**config.mk**
```make
export PLATFORM = sky130hd
export DESIGN_NAME = apb_master
export DESIGN_NICKNAME = d
export VERILOG_FILES = /design/src/rtl/apb_master.sv
export SDC_FILE = /design/constraint.sdc
export NUM_CORES = 1
export LEC_CHECK = 0
export ABC_AREA = 1
export BUFFER_PORTS_ARGS = -buffer_cell sky130_fd_sc_hd__buf_2
export CAP_MARGIN = 20
export CORE_AREA = 2 2 118 120
export DETAILED_ROUTE_END_ITERATION = 10
export DIE_AREA = 0 0 120 122
export GPL_ROUTABILITY_DRIVEN = 0
export GPL_TIMING_DRIVEN = 0
export PLACE_DENSITY = 0.74
export SLEW_MARGIN = 0
export SYNTH_ARGS = -nofsm -noshare
export SYNTH_HDL_FRONTEND = slang
export SYNTH_SLANG_ARGS = --single-unit
```
**constraint.sdc**
```tcl
create_clock -name PCLK -period 1.55 [get_ports PCLK]
set_input_delay 0.3875 -clock PCLK [delete_from_list [all_inputs] [get_ports PCLK]]
set_output_delay 0.3875 -clock PCLK [all_outputs]
set_load 0.005 [all_outputs]
```
**src/rtl/apb_master.sv**
```systemverilog
// APB master: IDLE/SETUP/ACCESS sequencer for four slaves at 0x1000_0000.
// Define APB_MASTER_TIMEOUT_EN to abort ACCESS after TIMEOUT_CYCLES.
module apb_master #(
  parameter int TIMEOUT_CYCLES = 16
) (
  input  logic        PCLK,
  input  logic        PRESET,
  input  logic        transfer,
  input  logic        write,
  input  logic [31:0] addr,
  input  logic [31:0] wdata,
  output logic [31:0] rdata,
  output logic        ready,
  output logic        err,
  output logic [31:0] PADDR,
  output logic        PWRITE,
  output logic [31:0] PWDATA,
  output logic        PENABLE,
  output logic        PSEL0,
  output logic        PSEL1,
  output logic        PSEL2,
  output logic        PSEL3,
  input  logic [31:0] PRDATA0,
  input  logic [31:0] PRDATA1,
  input  logic [31:0] PRDATA2,
  input  logic [31:0] PRDATA3,
  input  logic        PREADY0,
  input  logic        PREADY1,
  input  logic        PREADY2,
  input  logic        PREADY3
);

  typedef enum logic [1:0] {
    IDLE,
    SETUP,
    ACCESS
  } state_e;

  if (TIMEOUT_CYCLES < 1) begin : g_bad_param
    $error("TIMEOUT_CYCLES must be >= 1");
  end

  state_e      state_q, state_d;
  logic [31:0] paddr_q, paddr_d;
  logic        pwrite_q, pwrite_d;
  logic [31:0] pwdata_q, pwdata_d;
  logic        penable_q, penable_d;
  logic [3:0]  psel_q, psel_d;
  logic [31:0] rdata_q, rdata_d;
  logic        ready_q, ready_d;
  logic        err_q, err_d;
  logic        pready_sel;
  logic [31:0] prdata_sel;

`ifdef APB_MASTER_TIMEOUT_EN
  localparam int CW = $clog2(TIMEOUT_CYCLES + 1);
  logic [CW-1:0] cnt_q, cnt_d;
`endif

  // Only the slave addressed by the held PADDR is listened to
  always_comb begin
    pready_sel = 1'b0;
    prdata_sel = '0;
    unique case (paddr_q[13:12])
      2'd0: begin pready_sel = PREADY0; prdata_sel = PRDATA0; end
      2'd1: begin pready_sel = PREADY1; prdata_sel = PRDATA1; end
      2'd2: begin pready_sel = PREADY2; prdata_sel = PRDATA2; end
      default: begin pready_sel = PREADY3; prdata_sel = PRDATA3; end
    endcase
  end

  always_comb begin
    state_d   = state_q;
    paddr_d   = paddr_q;
    pwrite_d  = pwrite_q;
    pwdata_d  = pwdata_q;
    penable_d = penable_q;
    psel_d    = psel_q;
    rdata_d   = '0;
    ready_d   = 1'b0;
    err_d     = 1'b0;
`ifdef APB_MASTER_TIMEOUT_EN
    cnt_d     = cnt_q;
`endif
    unique case (state_q)
      IDLE: begin
        // ready_q blocks acceptance in the completion cycle
        if (transfer && !ready_q) begin
          paddr_d  = addr;
          pwrite_d = write;
          pwdata_d = wdata;
          if (addr[31:14] == 18'h04000) begin
            state_d = SETUP;
            psel_d  = 4'b0001 << addr[13:12];
          end else begin
            ready_d = 1'b1;
            err_d   = 1'b1;
          end
        end
      end
      SETUP: begin
        state_d   = ACCESS;
        penable_d = 1'b1;
`ifdef APB_MASTER_TIMEOUT_EN
        cnt_d     = '0;
`endif
      end
      ACCESS: begin
        if (pready_sel) begin
          state_d   = IDLE;
          psel_d    = '0;
          penable_d = 1'b0;
          ready_d   = 1'b1;
          rdata_d   = pwrite_q ? '0 : prdata_sel;
        end
`ifdef APB_MASTER_TIMEOUT_EN
        else if (cnt_q == CW'(TIMEOUT_CYCLES - 1)) begin
          state_d   = IDLE;
          psel_d    = '0;
          penable_d = 1'b0;
          ready_d   = 1'b1;
          err_d     = 1'b1;
        end else begin
          cnt_d = cnt_q + 1'b1;
        end
`endif
      end
      default: state_d = IDLE;
    endcase
  end

  always_ff @(posedge PCLK or negedge PRESET) begin
    if (!PRESET) begin
      state_q   <= IDLE;
      paddr_q   <= '0;
      pwrite_q  <= 1'b0;
      pwdata_q  <= '0;
      penable_q <= 1'b0;
      psel_q    <= '0;
      rdata_q   <= '0;
      ready_q   <= 1'b0;
      err_q     <= 1'b0;
`ifdef APB_MASTER_TIMEOUT_EN
      cnt_q     <= '0;
`endif
    end else begin
      state_q   <= state_d;
      paddr_q   <= paddr_d;
      pwrite_q  <= pwrite_d;
      pwdata_q  <= pwdata_d;
      penable_q <= penable_d;
      psel_q    <= psel_d;
      rdata_q   <= rdata_d;
      ready_q   <= ready_d;
      err_q     <= err_d;
`ifdef APB_MASTER_TIMEOUT_EN
      cnt_q     <= cnt_d;
`endif
    end
  end

  assign PADDR   = paddr_q;
  assign PWRITE  = pwrite_q;
  assign PWDATA  = pwdata_q;
  assign PENABLE = penable_q;
  assign PSEL0   = psel_q[0];
  assign PSEL1   = psel_q[1];
  assign PSEL2   = psel_q[2];
  assign PSEL3   = psel_q[3];
  assign rdata   = rdata_q;
  assign ready   = ready_q;
  assign err     = err_q;

endmodule

```
* Word level (Yosys, flattened, before mapping)
Cells that the tools add are included.
** Word-level totals
- Flip-flop bits (word level) :: 106
- Input port bits :: 200
- Logic and storage cells :: 48
** Operators by class
- Equality and inequality tests :: 8
- Shift operators :: 1
- Multiplexer cells :: 20
- Reductions and logical operators :: 10
** Operators with widths (count)
- 2-to-1 mux 32 bit :: 3
- case mux 32 bit (3 select lines) :: 1
- == test 18 x 15 -> 1 bit (second input constant) :: 1
- 2-to-1 mux 4 bit :: 3
- case mux 4 bit (2 select lines) :: 1
- 2-to-1 mux 2 bit :: 3
- != test 2 bit (second input constant) :: 3
- case mux 2 bit (3 select lines) :: 1
- 2-to-1 mux 1 bit :: 5
- == test 2 x 1 -> 1 bit (second input constant) :: 2
- == test 2 bit (second input constant) :: 2
- zero test 2 bit :: 2
- case mux 1 bit (2 select lines) :: 2
- AND reduction 2 bit :: 2
- AND reduction 4 bit :: 1
- nonzero test 2 bit :: 2
- << shifter 1 x 2 -> 4 bit (first input constant) :: 1
- case mux 1 bit (3 select lines) :: 1
- AND reduction 3 bit :: 1
- logical AND 1 bit :: 1
- zero test 1 bit :: 1

* Depth between registers and ports, before layout
- Word-level depth :: 5
- Depth in mapped cells :: 8
- Depth with buffers taken out :: 8

* Worst setup path before layout
No wires, ideal clock.
- Path kind :: register to register
- From :: register state_q[0]
- To :: register psel_q[3]
- Setup time :: 0.117 ns
- Arrival time :: 1.333 ns
- Data required time :: 1.433 ns
- Slack :: 0.100 ns
- Cell stages (with the launch flop) :: 9
- Buffers on the path :: 1
- Cell sequence :: dfrtp_1 -> inv_1 -> ha_1 -> clkbuf_1 -> nand2_1 -> nand2_1 -> nand2_1 -> nand2_1 -> nand2_1
** Between the ends
- Cells in the longest elaborated chain, start to end :: 3
** Ends and longest elaborated chain
- start: declaration :: RTL line 43 : state_e state_q, state_d;
- start signal: assignment :: RTL line 147 : state_q <= state_d;
- == test 2 bit or zero test 2 bit (tied branches) :: RTL line 85 : unique case (state_q)
- != test 2 bit (no source line) or nonzero test 2 bit (tied branches)
- AND reduction 4 bit (no source line)
- end signal: assignment :: RTL line 152 : psel_q <= psel_d;
- end: declaration :: RTL line 48 : logic [3:0] psel_q, psel_d;
Several ways; a longest one is shown, not always the timed one.
A chain may end at the register's enable or synchronous reset.

* Final worst setup path
- From :: register paddr_q[13] (netlist: PADDR[13])
- To :: register rdata_q[27] (netlist: rdata[27])
** Between the ends
- Cells in the longest elaborated chain, start to end :: 5
** Ends and longest elaborated chain
- start: declaration :: RTL line 44 : logic [31:0] paddr_q, paddr_d;
- start signal: assignment :: RTL line 148 : paddr_q <= paddr_d;
- == test 2 bit, or another cell as far along :: RTL line 64 : unique case (paddr_q[13:12])
- case mux 32 bit (3 select lines) :: RTL line 64
- 2-to-1 mux 32 bit :: RTL line 114 : rdata_d = pwrite_q ? '0 : prdata_sel;
- 2-to-1 mux 32 bit (*) :: RTL line 109 : if (pready_sel) begin
- 2-to-1 mux 32 bit (*) :: RTL line 85
- net rdata_d[27] :: RTL line 49 : logic [31:0] rdata_q, rdata_d;
- end signal: assignment :: RTL line 153 : rdata_q <= rdata_d;
- end: declaration :: RTL line 49
The timed path passes the listed nets; every way through them passes the cells marked *.

==> flow_summary.yaml <==
status:
  status: "finished, final reports clean"
global_route:
  track_usage: 0.194
  grt_antenna_before_repair: 0
  grt_pass1_wl_um: 22300
  grt_pass1_vias: 4519
  grt-ovfl-total: 0
  grt_max_degree: 67
floorplanning:
  die_area_um2: 14600
  core_area_um2: 13500
  die_width_um: 120
  pin_count: 304
  rows: 43
  floorplan.initialDensity: 0.346
  die_h_um: 122
worst_hold_path:
  min_path_type: "in -> async"
synthesis:
  ys.flop_type: "dfrtp_1"
  syn_inst: 574
  synthDistinctLibCells: 20
  synth_top_area_cell: "dfrtp_1"
  synth_common_cells: "nand2_1 (311), dfrtp_1 (106), nor2_1 (48)"
  synth_edf_count: 0
  syn_avg_cell_area_um2: 8.15
  ys_async_sr_fraction: 1.00
  synth_top_area_share: 0.567
  seq_area_frac_synth: 0.567
  synthesis.area_um2: 4680
  yosys.cell_count.top_type: "nand2_1"
  ys_ff_latch: 106
  ys_warn_count: 0
  synthesis.nets: 777
  netlist_top_cells_area: "dfrtp_1 (57%), nand2_1 (25%), a221oi_1 (6.0%)"
route:
  routed_via_density: 4.52
  vias: 4879
  wl_met1_um: 6030
  drc: 0
  wl_met3_um: 873
  drt_pass1_iterations: 4
  ant_nets: 0
  drt_iter0_markers: 283
  wl_met2_um: 7460
  drt-wirelength-per-cell_um: 13.5
  dr.max_layer_used: "met4"
  routed_wl_um: 14600
cts:
  clk_pin_slew_worst_paths_ns: 0.08
  cts.htree.levels: 3
  worstSkewPairLatency_ns: 0.34
  ctsRootBufferMaster: "clkbuf_16"
  cts_buffers: 9
  cts_tree: "done"
  cts_sinks: 106
  cts_buffer_depth: 2
  cts_hold_buf: 0
cells_and_area:
  drive_above_1_share: 0.423
  area_delta_synth_final_pct: 49.5
  fill_cells: 1333
  n_antenna_cell: 0
  nNetsFinal: 1097
  final_core_util: 0.518
timing:
  worst_pin_slew_ns: 0.565
  final_hold_viol_count: 0
  final-max-slew-violation-count: 0
  rsz0062_at_grt: "yes"
  fmax_mhz: 672
  slew_headroom: 0.624
  setup_violations: 0
  finalCritPeriodShare: 0.961
  fin_hold_ws_ns: 0.0309
  fin_crit_ns: 1.49
  fin_skew_ns: 0.0119
critical_path:
  critical_path_class: "reg -> reg"
  r2r_end: "rdata[27]"
  cpPeakStageDelay_ns: 0.48
  ff2ff_setup_slack_ns: 0.06
  r2r-start: "PADDR[13]"
  crit_chain: "nor2_4, nand2_1, nand3_2, nand4_1, buf_4, clkbuf_4, nor2_1"
  r2r_cells: 7
  cp_data_arrival_time_ns: 1.75
  crit_required_ns: 1.81
  path_max_fanout: 10
  slowest_stage: "dfrtp_2"
  endpoint_kind: "register"
  start_kind: "register"
power_and_ir_drop:
  p_total_mw: 12.0
  power_frac_comb: 0.449
  seqPwrFrac: 0.360
  clock_power_share: 0.191
  powerDensity_nw_per_um2: 1710
  intPower_mw: 7.31
  swShare: 0.390
  ir_drop_v: 0.000651
  p_sw_mw: 4.67
  power.leakage_nw: 4.11
flow_run:
  drv_cap: 0
placed_design:
  io_buffers: 303
  hpwl_um: 11700
metal layers:
metal	track usage	vias up
li1	-	2465
met4	0.0551	0
met5	0	-
met3	0.0417	13
met2	0.340	188
met1	0.242	2213
worst max-delay path by stage:
| stage | startpoint | to | slack, ns | depth (start not counted) |
|---|---|---|---|---|
| floorplan | state_q[0] | psel_q[3] | 0.10 | 8 |
| global placement | PRESET | rdata[16] | -1.12 | 1 |
| detailed placement | PADDR[13] | rdata[26] | -0.33 | 6 |
| CTS | PADDR[13] | rdata[20] | 0.003 | 5 |
| global route | PADDR[12] | rdata[21] | -0.009 | 5 |
| finish | PADDR[13] | rdata[27] | 0.06 | 7 |
cell usage in the layout, fill, tap and decap left out, types with 2 or more instances in the layout:
cell / instances
nor2_1: 43
nand3_1: 9
a21oi_1: 2
nor2_2: 4
buf_4: 11
nand4_1: 2
nor2_4: 3
nand2_1: 309
clkbuf_2: 4
o21ai_0: 5
clkbuf_16: 9
a221oi_2: 7
nand2_2: 3
clkbuf_4: 11
dfrtp_1: 104
dfrtp_2: 2
a221oi_1: 25
buf_2: 307
inv_8: 2
inv_1: 11
ha_1: 2
inv_2: 3
o21ai_1: 2
clkinv_8: 2
nor3_1: 4
inv_6: 2
buf_12: 3
per-stage QoR:
step	setup TNS (ns)	std cells	setup WS, ns	instance area (µm²)
after floorplan	0	574	0.100	4680
after global placement	-141.49	1057	-1.12	6420
after detailed placement	-23.70	1058	-0.329	6450
after CTS	0	1077	0.00272	6850
after global routing	-0.0327	1079	-0.00920	6990
final	0	1079	0.0608	6990
final cells by class:
class | instances | area, µm² | share of cell area
sequential | 106 | 2660 | 0.380
multi-input combinational | 424 | 1930 | 0.276
timing repair buffer | 309 | 1620 | 0.232
clock buffer | 9 | 225 | 0.0322
tap | 180 | 225 | 0.0322
buffer | 29 | 199 | 0.0284
clock inverter | 7 | 80.1 | 0.0115
inverter | 15 | 58.8 | 0.00841
cell families (layout without fill, tap and decap cells):
logic type	after synthesis	in the layout	share of synthesized area
and+or+nand+nor	379	379	0.311
DFF	106	106	0.567
buffers and inverters	44	369	0.0407
AOI/OAI and AO/OA	42	42	0.0730
adders and majority gates	3	3	0.00803
registers in the layout (all words and copies together), names as in the netlist:
name / count
state_q: 2
PWRITE: 1
rdata: 32
err: 1
ready: 1
PENABLE: 1
PWDATA: 32
PADDR: 32
psel_q: 4
critical path, delay by kind of cell, from the launching register on:
| family | cells | cell delay [ns] |
|---|---|---|
| buffers and inverters | 2 | 0.35 |
| and+or+nand+nor | 5 | 0.58 |
| DFF | 1 | 0.48 |
power groups by stage:
| stage | registers [mW] | clock network (mW) | logic (mW) |
|---|---|---|---|
| 6_report | 4.32 | 2.29 | 5.38 |
| 2_1_floorplan | 4.42 | 0 | 2.67 |
| 3_5_place_dp | 4.34 | 0 | 4.92 |
| 5_1_grt | 4.43 | 2.48 | 6.12 |
| 4_1_cts | 4.31 | 2.35 | 5.13 |
| 3_3_place_gp | 4.30 | 0 | 4.84 |
timing repair:
action | in CTS | in global routing
gates resized for setup | 20 | 54
endpoints found under the setup margin | 105 | 98
buffers inserted | 3 | 2
pin swaps | 3 | 3
Power figures use the tool's default switching activity.
